**config.mk**
```make
export PLATFORM = sky130hd
export DESIGN_NAME = mem_arbiter_flat
export DESIGN_NICKNAME = d
export VERILOG_FILES = /design/src/rtl/mem_arbiter_pkg.sv /design/src/rtl/mem_arbiter_if.sv /design/src/rtl/mem_arb_select.sv /design/src/rtl/mem_arbiter.sv /design/src/flat_wrapper.sv
export SDC_FILE = /design/constraint.sdc
export NUM_CORES = 1
export LEC_CHECK = 0
export CORE_AREA = 2 2 288 290
export DETAILED_ROUTE_END_ITERATION = 7
export DIE_AREA = 0 0 290 292
export PLACE_DENSITY_LB_ADDON = 0.05
export SLEW_MARGIN = 25
export SYNTH_ARGS = -nofsm -noshare
export SYNTH_HDL_FRONTEND = slang
export SYNTH_SLANG_ARGS = --single-unit
```
**constraint.sdc**
```tcl
create_clock -name clock -period 29.8 [get_ports clock]
set_input_delay 7.45 -clock clock [delete_from_list [all_inputs] [get_ports clock]]
set_output_delay 7.45 -clock clock [all_outputs]
set_load 0.05 [all_outputs]
```
**src/rtl/mem_arbiter_pkg.sv**
```systemverilog
// ---------------------------------------------------------------------------
// mem_arbiter_pkg
// Shared types for the I$/D$ miss arbiter in front of main memory:
//   DCACHE_LINE_WIDTH  width of one cache line moved to/from memory
//   memory_request_t   {addr, is_store, data} carried by a cache miss/evict
//   arb_state_e        arbiter FSM encoding (IDLE, ISSUE, WAIT_RSP, RESPOND)
//   CACHE_ID_I/_D      response target encoding on rsp_cache_id
// ---------------------------------------------------------------------------
package mem_arbiter_pkg;

    localparam int DCACHE_LINE_WIDTH = 128;
    localparam int MEM_ADDR_WIDTH    = 32;

    typedef struct packed {
        logic [MEM_ADDR_WIDTH-1:0]    addr;
        logic                         is_store;
        logic [DCACHE_LINE_WIDTH-1:0] data;
    } memory_request_t;

    typedef enum logic [1:0] {
        ARB_IDLE     = 2'd0,
        ARB_ISSUE    = 2'd1,
        ARB_WAIT_RSP = 2'd2,
        ARB_RESPOND  = 2'd3
    } arb_state_e;

    localparam logic CACHE_ID_I = 1'b0;
    localparam logic CACHE_ID_D = 1'b1;

endpackage

```
**src/rtl/mem_arbiter_if.sv**
```systemverilog
// ---------------------------------------------------------------------------
// mem_arbiter_if
// Bundles every non-clock signal of the memory arbiter.
//   Cache side : icache/dcache request valid + info (in), response pulse,
//                line data and target id (out)
//   Memory side: request valid/info (out), ready (in), response valid/data
//                (in), sticky timeout flag (out)
// Modports:
//   slave  - the arbiter's view
//   master - the environment's view (caches + memory)
// ---------------------------------------------------------------------------
interface mem_arbiter_if;
    import mem_arbiter_pkg::*;

    logic                         icache_req_valid_miss;
    memory_request_t              icache_req_info_miss;
    logic                         dcache_req_valid_miss;
    memory_request_t              dcache_req_info_miss;
    logic                         rsp_valid_miss;
    logic [DCACHE_LINE_WIDTH-1:0] rsp_data_miss;
    logic                         rsp_cache_id;
    logic                         mem_req_valid;
    memory_request_t              mem_req_info;
    logic                         mem_req_ready;
    logic                         mem_rsp_valid;
    logic [DCACHE_LINE_WIDTH-1:0] mem_rsp_data;
    logic                         mem_timeout;

    modport slave (
        input  icache_req_valid_miss, icache_req_info_miss,
        input  dcache_req_valid_miss, dcache_req_info_miss,
        input  mem_req_ready, mem_rsp_valid, mem_rsp_data,
        output rsp_valid_miss, rsp_data_miss, rsp_cache_id,
        output mem_req_valid, mem_req_info, mem_timeout
    );

    modport master (
        output icache_req_valid_miss, icache_req_info_miss,
        output dcache_req_valid_miss, dcache_req_info_miss,
        output mem_req_ready, mem_rsp_valid, mem_rsp_data,
        input  rsp_valid_miss, rsp_data_miss, rsp_cache_id,
        input  mem_req_valid, mem_req_info, mem_timeout
    );

endinterface

```
**src/rtl/mem_arb_select.sv**
```systemverilog
// ---------------------------------------------------------------------------
// mem_arb_select
// Picks which cache is granted when the arbiter is free.
//   icache_req_i  I$ request pending
//   dcache_req_i  D$ request pending
//   last_grant_i  cache served by the previous grant (CACHE_ID_*)
//   grant_id_o    winning cache (CACHE_ID_*); only meaningful with a request
// Build option MEM_ARB_ROUND_ROBIN_EN: a tie goes to the cache not served
// last. Without it the D$ always wins a tie.
// ---------------------------------------------------------------------------
module mem_arb_select
    import mem_arbiter_pkg::*;
(
    input  logic icache_req_i,
    input  logic dcache_req_i,
    input  logic last_grant_i,
    output logic grant_id_o
);

    logic prefer_d;

`ifdef MEM_ARB_ROUND_ROBIN_EN
    assign prefer_d = (last_grant_i == CACHE_ID_I);
`else
    // Fixed priority: the history input has no influence on the result.
    logic unused_last_grant;
    assign unused_last_grant = last_grant_i;
    assign prefer_d          = 1'b1;
`endif

    always_comb begin
        grant_id_o = CACHE_ID_I;
        if (icache_req_i && dcache_req_i) begin
            grant_id_o = prefer_d ? CACHE_ID_D : CACHE_ID_I;
        end else if (dcache_req_i) begin
            grant_id_o = CACHE_ID_D;
        end
    end

endmodule

```
**src/rtl/mem_arbiter.sv**
```systemverilog
// ---------------------------------------------------------------------------
// mem_arbiter
// Serialises I$ and D$ miss/evict requests onto a single main-memory port,
// one transaction at a time: grant -> issue -> wait for response -> one-cycle
// response pulse back to the requesting cache.
// Parameters:
//   TIMEOUT_CYCLES  max WAIT_RSP cycles before mem_timeout is raised
// Ports:
//   clock   single clock, rising edge
//   reset   asynchronous, active-high
//   arb_if  mem_arbiter_if.slave (cache requests/responses, memory port)
// Build option MEM_ARB_ROUND_ROBIN_EN (see mem_arb_select): alternating tie
// break instead of fixed D$ priority.
// ---------------------------------------------------------------------------
module mem_arbiter
    import mem_arbiter_pkg::*;
#(
    parameter int TIMEOUT_CYCLES = 1024
) (
    input  logic          clock,
    input  logic          reset,
    mem_arbiter_if.slave  arb_if
);

    localparam logic [1:0] ST_IDLE     = ARB_IDLE;
    localparam logic [1:0] ST_ISSUE    = ARB_ISSUE;
    localparam logic [1:0] ST_WAIT_RSP = ARB_WAIT_RSP;
    localparam logic [1:0] ST_RESPOND  = ARB_RESPOND;

    localparam int               CNT_W    = $clog2(TIMEOUT_CYCLES) + 1;
    // The counter holds (WAIT_RSP cycles so far - 1), so the last allowed
    // cycle is recognised when it equals TIMEOUT_CYCLES-1.
    localparam logic [CNT_W-1:0] CNT_LAST = CNT_W'(TIMEOUT_CYCLES - 1);

    logic [1:0]                   state_q, state_d;
    memory_request_t              req_info_q, req_info_d;
    logic                         grant_id_q, grant_id_d;
    logic                         last_grant_q, last_grant_d;
    logic [DCACHE_LINE_WIDTH-1:0] rsp_data_q, rsp_data_d;
    logic [CNT_W-1:0]             cnt_q, cnt_d;
    logic                         timeout_q, timeout_d;

    logic winner_id;
    logic any_req;

    assign any_req = arb_if.icache_req_valid_miss | arb_if.dcache_req_valid_miss;

    mem_arb_select u_select (
        .icache_req_i (arb_if.icache_req_valid_miss),
        .dcache_req_i (arb_if.dcache_req_valid_miss),
        .last_grant_i (last_grant_q),
        .grant_id_o   (winner_id)
    );

    always_comb begin
        state_d      = state_q;
        req_info_d   = req_info_q;
        grant_id_d   = grant_id_q;
        last_grant_d = last_grant_q;
        rsp_data_d   = rsp_data_q;
        cnt_d        = cnt_q;
        timeout_d    = timeout_q;

        case (state_q)
            ST_IDLE: begin
                // Grants happen only here, so RESPOND is always followed by
                // at least one IDLE cycle in which the served cache drops
                // its valid before it could be re-granted.
                if (any_req) begin
                    grant_id_d   = winner_id;
                    last_grant_d = winner_id;
                    req_info_d   = (winner_id == CACHE_ID_D) ? arb_if.dcache_req_info_miss
                                                             : arb_if.icache_req_info_miss;
                    state_d      = ST_ISSUE;
                end
            end
            ST_ISSUE: begin
                if (arb_if.mem_req_ready) begin
                    cnt_d   = '0;
                    state_d = ST_WAIT_RSP;
                end
            end
            ST_WAIT_RSP: begin
                // A response arriving in the last allowed cycle still wins.
                if (arb_if.mem_rsp_valid) begin
                    rsp_data_d = arb_if.mem_rsp_data;
                    cnt_d      = '0;
                    state_d    = ST_RESPOND;
                end else if (cnt_q == CNT_LAST) begin
                    timeout_d = 1'b1;
                    cnt_d     = '0;
                    state_d   = ST_IDLE;
                end else begin
                    cnt_d = cnt_q + CNT_W'(1);
                end
            end
            ST_RESPOND: begin
                state_d = ST_IDLE;
            end
            default: begin
                state_d = ST_IDLE;
            end
        endcase
    end

    always_ff @(posedge clock or posedge reset) begin
        if (reset) begin
            state_q      <= ST_IDLE;
            req_info_q   <= '0;
            grant_id_q   <= CACHE_ID_I;
            last_grant_q <= CACHE_ID_I;
            rsp_data_q   <= '0;
            cnt_q        <= '0;
            timeout_q    <= 1'b0;
        end else begin
            state_q      <= state_d;
            req_info_q   <= req_info_d;
            grant_id_q   <= grant_id_d;
            last_grant_q <= last_grant_d;
            rsp_data_q   <= rsp_data_d;
            cnt_q        <= cnt_d;
            timeout_q    <= timeout_d;
        end
    end

    assign arb_if.mem_req_valid  = (state_q == ST_ISSUE);
    assign arb_if.mem_req_info   = req_info_q;
    assign arb_if.rsp_valid_miss = (state_q == ST_RESPOND);
    assign arb_if.rsp_data_miss  = rsp_data_q;
    assign arb_if.rsp_cache_id   = grant_id_q;
    assign arb_if.mem_timeout    = timeout_q;

endmodule

```
**src/flat_wrapper.sv**
```systemverilog
// flat-port wrapper written by rule: the top's interface ports become plain ports
module mem_arbiter_flat import mem_arbiter_pkg::*;
#(
    parameter int TIMEOUT_CYCLES = 1024
)
  (clock, reset, arb_if_icache_req_valid_miss, arb_if_icache_req_info_miss, arb_if_dcache_req_valid_miss, arb_if_dcache_req_info_miss, arb_if_mem_req_ready, arb_if_mem_rsp_valid, arb_if_mem_rsp_data, arb_if_rsp_valid_miss, arb_if_rsp_data_miss, arb_if_rsp_cache_id, arb_if_mem_req_valid, arb_if_mem_req_info, arb_if_mem_timeout);
  mem_arbiter_if arb_if_i ();
  input  logic clock;
  input  logic reset;
  input wire logic [$bits(arb_if_i.icache_req_valid_miss)-1:0] arb_if_icache_req_valid_miss;
  input wire logic [$bits(arb_if_i.icache_req_info_miss)-1:0] arb_if_icache_req_info_miss;
  input wire logic [$bits(arb_if_i.dcache_req_valid_miss)-1:0] arb_if_dcache_req_valid_miss;
  input wire logic [$bits(arb_if_i.dcache_req_info_miss)-1:0] arb_if_dcache_req_info_miss;
  input wire logic [$bits(arb_if_i.mem_req_ready)-1:0] arb_if_mem_req_ready;
  input wire logic [$bits(arb_if_i.mem_rsp_valid)-1:0] arb_if_mem_rsp_valid;
  input wire logic [$bits(arb_if_i.mem_rsp_data)-1:0] arb_if_mem_rsp_data;
  output wire logic [$bits(arb_if_i.rsp_valid_miss)-1:0] arb_if_rsp_valid_miss;
  output wire logic [$bits(arb_if_i.rsp_data_miss)-1:0] arb_if_rsp_data_miss;
  output wire logic [$bits(arb_if_i.rsp_cache_id)-1:0] arb_if_rsp_cache_id;
  output wire logic [$bits(arb_if_i.mem_req_valid)-1:0] arb_if_mem_req_valid;
  output wire logic [$bits(arb_if_i.mem_req_info)-1:0] arb_if_mem_req_info;
  output wire logic [$bits(arb_if_i.mem_timeout)-1:0] arb_if_mem_timeout;
  assign arb_if_i.icache_req_valid_miss = arb_if_icache_req_valid_miss;
  assign arb_if_i.icache_req_info_miss = arb_if_icache_req_info_miss;
  assign arb_if_i.dcache_req_valid_miss = arb_if_dcache_req_valid_miss;
  assign arb_if_i.dcache_req_info_miss = arb_if_dcache_req_info_miss;
  assign arb_if_i.mem_req_ready = arb_if_mem_req_ready;
  assign arb_if_i.mem_rsp_valid = arb_if_mem_rsp_valid;
  assign arb_if_i.mem_rsp_data = arb_if_mem_rsp_data;
  assign arb_if_rsp_valid_miss = arb_if_i.rsp_valid_miss;
  assign arb_if_rsp_data_miss = arb_if_i.rsp_data_miss;
  assign arb_if_rsp_cache_id = arb_if_i.rsp_cache_id;
  assign arb_if_mem_req_valid = arb_if_i.mem_req_valid;
  assign arb_if_mem_req_info = arb_if_i.mem_req_info;
  assign arb_if_mem_timeout = arb_if_i.mem_timeout;
  mem_arbiter #(.TIMEOUT_CYCLES(TIMEOUT_CYCLES)) u_core (.clock(clock), .reset(reset), .arb_if(arb_if_i));
endmodule
```
; Yosys cells after proc, flatten, opt, wreduce, memory -nomap -nowiden
; Cells that the tools add are included.
[totals]
register_bits = 304
latch_bits = 0
mem_bits_rw = 0
rom_bits = 0
inputBits = 456
elab_cells = 38
mem_count = 0
[classes]
n_addsub = 1
mul = 0
div_mod_pow = 0
order_cmp = 0
eq_ne = 7
shifts = 0
n_mux = 12
bitwise = 2
n_reduce_logical = 8
[ops]
columns = op, n
row1 = 161-bit 2-to-1 mux, 1
row2 = 11-bit 2-to-1 mux, 3
row3 = 11-bit case mux with 2 select lines, 1
row4 = 11-bit by 1-bit adder with 11-bit output (second input constant), 1
row5 = 11-bit by 10-bit == test with 1-bit output (second input constant), 1
row6 = 2-bit 2-to-1 mux, 4
row7 = 2-bit case mux with 4 select lines, 1
row8 = 2-bit AND reduction, 3
row9 = 3-bit AND reduction, 2
row10 = 2-bit == test (second input constant), 2
row11 = 3-bit by 2-bit inequality test with 1-bit output (second input constant), 1
row12 = 2-bit by 1-bit == test with 1-bit output (second input constant), 1
row13 = 2-bit logical NOT, 1
row14 = 1-bit 2-to-1 mux, 2
row15 = 2-bit by 1-bit inequality test with 1-bit output (second input constant), 1
row16 = 2-bit inequality test (second input constant), 1
row17 = 2-bit nonzero test, 1
row18 = 1-bit logical AND, 1
row19 = 1-bit inverter, 1
row20 = 1-bit bitwise OR, 1

; Logic depth before layout (Yosys ltp)
[logic_depth]
ltp_word = 4
depth_mapped = 7
ltp_nobuf = 5

; Cells and area by module
; A second synthesis with hierarchy kept.
[hier_totals]
cells_unflattened = 1051
area_unflattened_um2 = 12849.8
[by_module_without_submodules]
columns = mod, instances, cells_each, area_per_inst_um2, seq_area_each_um2
row1 = mem_arbiter, 1, 1050, 12846.1, 7607.3
row2 = mem_arb_select, 1, 1, 3.8, 0.0

; Least setup slack after synthesis
; OpenSTA, ideal clock, no wires.
[synth_path]
path_type = reg2out
startpoint = register u_core.state_q[1]
endpoint = output port arb_if_mem_req_valid
arrival_ps = 1185
path_slack_ps = 21165
path_stages_with_launch = 3
cell_sequence = dfrtp_1 > buf_6 > nor2b_1
[synth_between]
elab_chain_len = 1
[synth_rtl]
columns = item, line_no
row1 = "start, declared", mem_arbiter.sv:35  ; logic [1:0] state_q, state_d;
row2 = "start signal, assigned", mem_arbiter.sv:116  ; state_q <= state_d;
row3 = 2-bit by 1-bit == test with 1-bit output, mem_arbiter.sv:126  ; assign arb_if.mem_req_valid = (state_q == ST_ISSUE);
row4 = "end, declared", flat_wrapper.sv:20  ; output wire logic [$bits(arb_if_i.mem_req_valid)-1:0] arb_if_mem_req_valid;
; Every way passes these cells.

; Worst setup path in the final report
[layout_path]
startpoint = input port arb_if_mem_rsp_valid
endpoint = register u_core.rsp_data_q[81] (netlist: u_core.arb_if.rsp_data_miss[81])
[layout_between]
elab_chain_len = 1
[layout_rtl]
columns = item, line_no
row1 = "start, declared", flat_wrapper.sv:15  ; input wire logic [$bits(arb_if_i.mem_rsp_valid)-1:0] arb_if_mem_rsp_valid;
row2 = 2-bit AND reduction (no source line), --
row3 = "end signal, assigned", mem_arbiter.sv:120  ; rsp_data_q <= rsp_data_d;
row4 = "end, declared", mem_arbiter.sv:39  ; logic [DCACHE_LINE_WIDTH-1:0] rsp_data_q, rsp_data_d;
; Every way passes these cells.
; A chain may end at the register's enable or synchronous reset.

==> results by group <==
STA
  – Worst relative slew slack: 0.335
  – FMAX: 102 MHz
  – Max Transition Viols Final: 0
  – Clock skew: ~0.012 ns
  – Final min period: 9.81 ns
  – Finish-stage setup viols: 0
  – Final hold vios: 0
  – Final hold slack: 0.469 ns
  – Final Cycle Share: 0.329
  – Worst Tran Pin Value: between 0.9 and 1 ns
  – RSZ-0062 raised after global routing: false
  – Fin Setup TNS: 0 ns

Drt
  – DRC: 0
  – Total number of vias: between 10000 and 15000
  – Drt pass-1 iters: 4
  – First-iteration detailed-routing DRC count: 370
  – DR WL/cell: 21.3 um
  – Via density: 3.74
  – Total detailed-routing wirelength: 61600 um
  – Post-DRT Antenna Nets: 0

Synthesis
  – Async SR Flop Fraction: 1.00
  – Synth unique cells: 35
  – Most area-hungry cell type in the Yosys netlist: dfrtp_1
  – Ys Warns: 0
  – Count leader, synth: dfrtp_1
  – Number of synthesized register bits: 304
  – Mapped Cells: 1049
  – Mapped cell area: about 13000 um2
  – Avg Inst Size Synth: 12.3 um2
  – Post-synth EDFFs: 0
  – Mapped Nets: 1506
  – List of most frequent post-synthesis cells: 304 x dfrtp_1, 172 x nor2_1, 163 x a21oi_1
  – Yosys top cell area share: 0.590
  – Top_reg_cell synth: dfrtp_1
  – Synth top area cells: dfrtp_1 59%, mux2i_1 13%, mux2_2 11%
  – Sequential area share after synthesis: 0.590

Min path
  – Worst Hold Depth: 1
  – Hold Crit Class: flop to flop
  – Worst hold start: u_core.arb_if.mem_timeout
  – WHS Endpoint: u_core.arb_if.mem_timeout

Clock network
  – Root Buffer Master: clkbuf_16
  – H-tree depth: 2
  – Post_cts resized: 0
  – Hold-fix buffers, CTS: 0
  – CTS tree: yes
  – Clk Latency, worst-skew pair: 0.56 ns
  – Longest Clk Path Bufs: 3
  – CTS Sinks: a little over 300
  – TritonCTS buffer count: 42
  – Reg clk slew, reported paths: 0.06 ns
  – Setup bufs post-CTS: 0

Power
  – Leak: 0.00934 uW
  – Sequential group share of total power: 0.255
  – P per Cell Area: 123 nW/um2
  – Internal power: 1450 uW
  – Clock power share: 0.179
  – Max VDD drop: between 0.00006 and 0.00007 V
  – NetSw: 1370 uW
  – Switching share of total power: 0.486
  – Power, Total: ~2800 uW
  – Gate power share: 0.567

Floorplan
  – Die area: ~85000 um2
  – Core Footprint: about 80000 um2
  – IO Pins: 749
  – Starting Density: 0.158
  – Die width: 290 um
  – Die Ht: around 290 um
  – # rows: roughly 110

Final layout
  – FILL cells: 8524
  – Layout area overhead: 77.3%
  – Multi-input gate area: 4900 um2
  – Final Non-Filler Cells: approximately 2900
  – Register area: 7610 um2
  – Post-layout util: 0.280
  – # nets final: approximately 2200
  – Share of layout cells above drive strength 1: 0.118

Worst setup path
  – CP Capture Type: flop
  – Worst Setup Start Kind: primary input
  – Reg2Reg Setup Slack: 26.69 ns
  – Reg-to-reg endpoint: u_core.arb_if.rsp_data_miss[81]
  – Worst endpoint required time: just over 30 ns
  – Reg2Reg Depth: 4
  – Worst r2r src: u_core.state_q[0]
  – Crit Path Class: primary input to flop
  – Critical Path Fanout Max: 67
  – Crit path DAT: 10.25 ns

Place
  – Post-DP HPWL: 47600 um
  – Gpl congestion: about 0.76
  – # port buffers: 748
  – Placed insts: 2805

GRT
  – GR Util All Layers: 0.142
  – First-pass GRT wire length: 87500 um
  – Largest net degree at the start of global routing: 203
  – Gr ovfl total: 0
  – Initial antenna violation count: 16
  – Vias in the first global route: 11900

Outcome
  – Outcome: finished, final reports clean

Run
  – # Max-Cap Violations: 0
[layout make-up]
| type | instances | area share |
|---|---|---|
| multi-input cells | 671 | 0.215 |
| clock buffers | 62 | 0.0541 |
| well taps | 1070 | 0.0586 |
| clock inverters | 13 | 0.00597 |
| repair buffers | 757 | 0.332 |
| flip-flops and latches | 304 | 0.333 |
| diodes | 8 | 0.000876 |
| inverters | 3 | 0.000822 |
[power by group through the flow]
stage	logic, uW	registers, uW	clock network [uW]
3_5_place_dp	1620	725	0
2_1_floorplan	314	1400	0
5_1_grt	1680	747	547
4_1_cts	1630	722	531
3_3_place_gp	1620	724	0
6_report	1600	719	504
[layout by cell type (no fill, tap or decap), drive strengths merged]
master and count:
a2111oi 3, a211oi 2, a21boi 1, a21o 1, a21oi 163, a22o 1
and2 1, buf 10, bufinv 2, clkbuf 62, clkdlybuf4s50 747, clkinv 8
clkinvlp 1, dfrtp 304, diode 8, ha 1, inv 5, mux2 129
mux2i 161, nand2 5, nand2b 2, nand3 7, nand3b 2, nand4 1
nor2 172, nor2b 2, nor3 1, nor3b 1, nor4 1, o211ai 1
o21ai 3, or2 1, or3 1, xnor2 8
[registers in the layout (all words and copies together), names as in the netlist]
name	cells
u_core.arb_if.mem_timeout	1
u_core.arb_if.rsp_data_miss	128
u_core.state_q	2
u_core.arb_if.mem_req_info	161
u_core.arb_if.rsp_cache_id	1
u_core.cnt_q	11
[worst max path at each step]
stage                                       startpoint                              end  slack [ns]
after detailed placement          arb_if_mem_rsp_valid  u_core.arb_if.rsp_data_miss[81]       19.31
final                             arb_if_mem_rsp_valid  u_core.arb_if.rsp_data_miss[81]       19.99
after floorplan                                  reset    u_core.arb_if.mem_req_info[0]       13.95
after CTS                         arb_if_mem_rsp_valid  u_core.arb_if.rsp_data_miss[81]       19.93
after global placement                           reset   u_core.arb_if.mem_req_info[58]       19.17
after global routing      arb_if_dcache_req_valid_miss   u_core.arb_if.mem_req_info[51]       19.74
[metal layers]
metal / track usage / vias to the layer above / share of wire
li1: - / 5126 / -
met5: 0 / - / 0.0017
met2: 0.260 / 440 / 0.52
met3: 0.0677 / 105 / 0.10
met1: 0.139 / 5115 / 0.34
met4: 0.0539 / 16 / 0.033
[worst max-delay path, cell delays in order]
cell	delay (ns)
clkdlybuf4s50_1	0.43
nand3b_1	0.28
buf_4	0.77
buf_4	0.78
mux2_2	0.41
[logic make-up after synthesis]
| logic type | count (synthesis) | synth area share |
|---|---|---|
| adders and majority gates | 1 | 0.000971 |
| buffers and inverters | 74 | 0.0292 |
| xor gates and xnor gates | 8 | 0.00544 |
| muxes | 290 | 0.238 |
| AOI/OAI and AO/OA | 175 | 0.0729 |
| and+or+nand+nor | 197 | 0.0632 |
| DFF | 304 | 0.590 |
[metrics by stage]
step	area [um2]	worst slack (ns)
2_1_floorplan	12900	13.95
3_3_place_gp	21400	19.17
3_5_place_dp	21400	19.31
4_1_cts	22800	19.93
5_1_grt	22800	19.74
6_report	22800	19.99
Note: power is estimated with default switching activity, not from simulation.
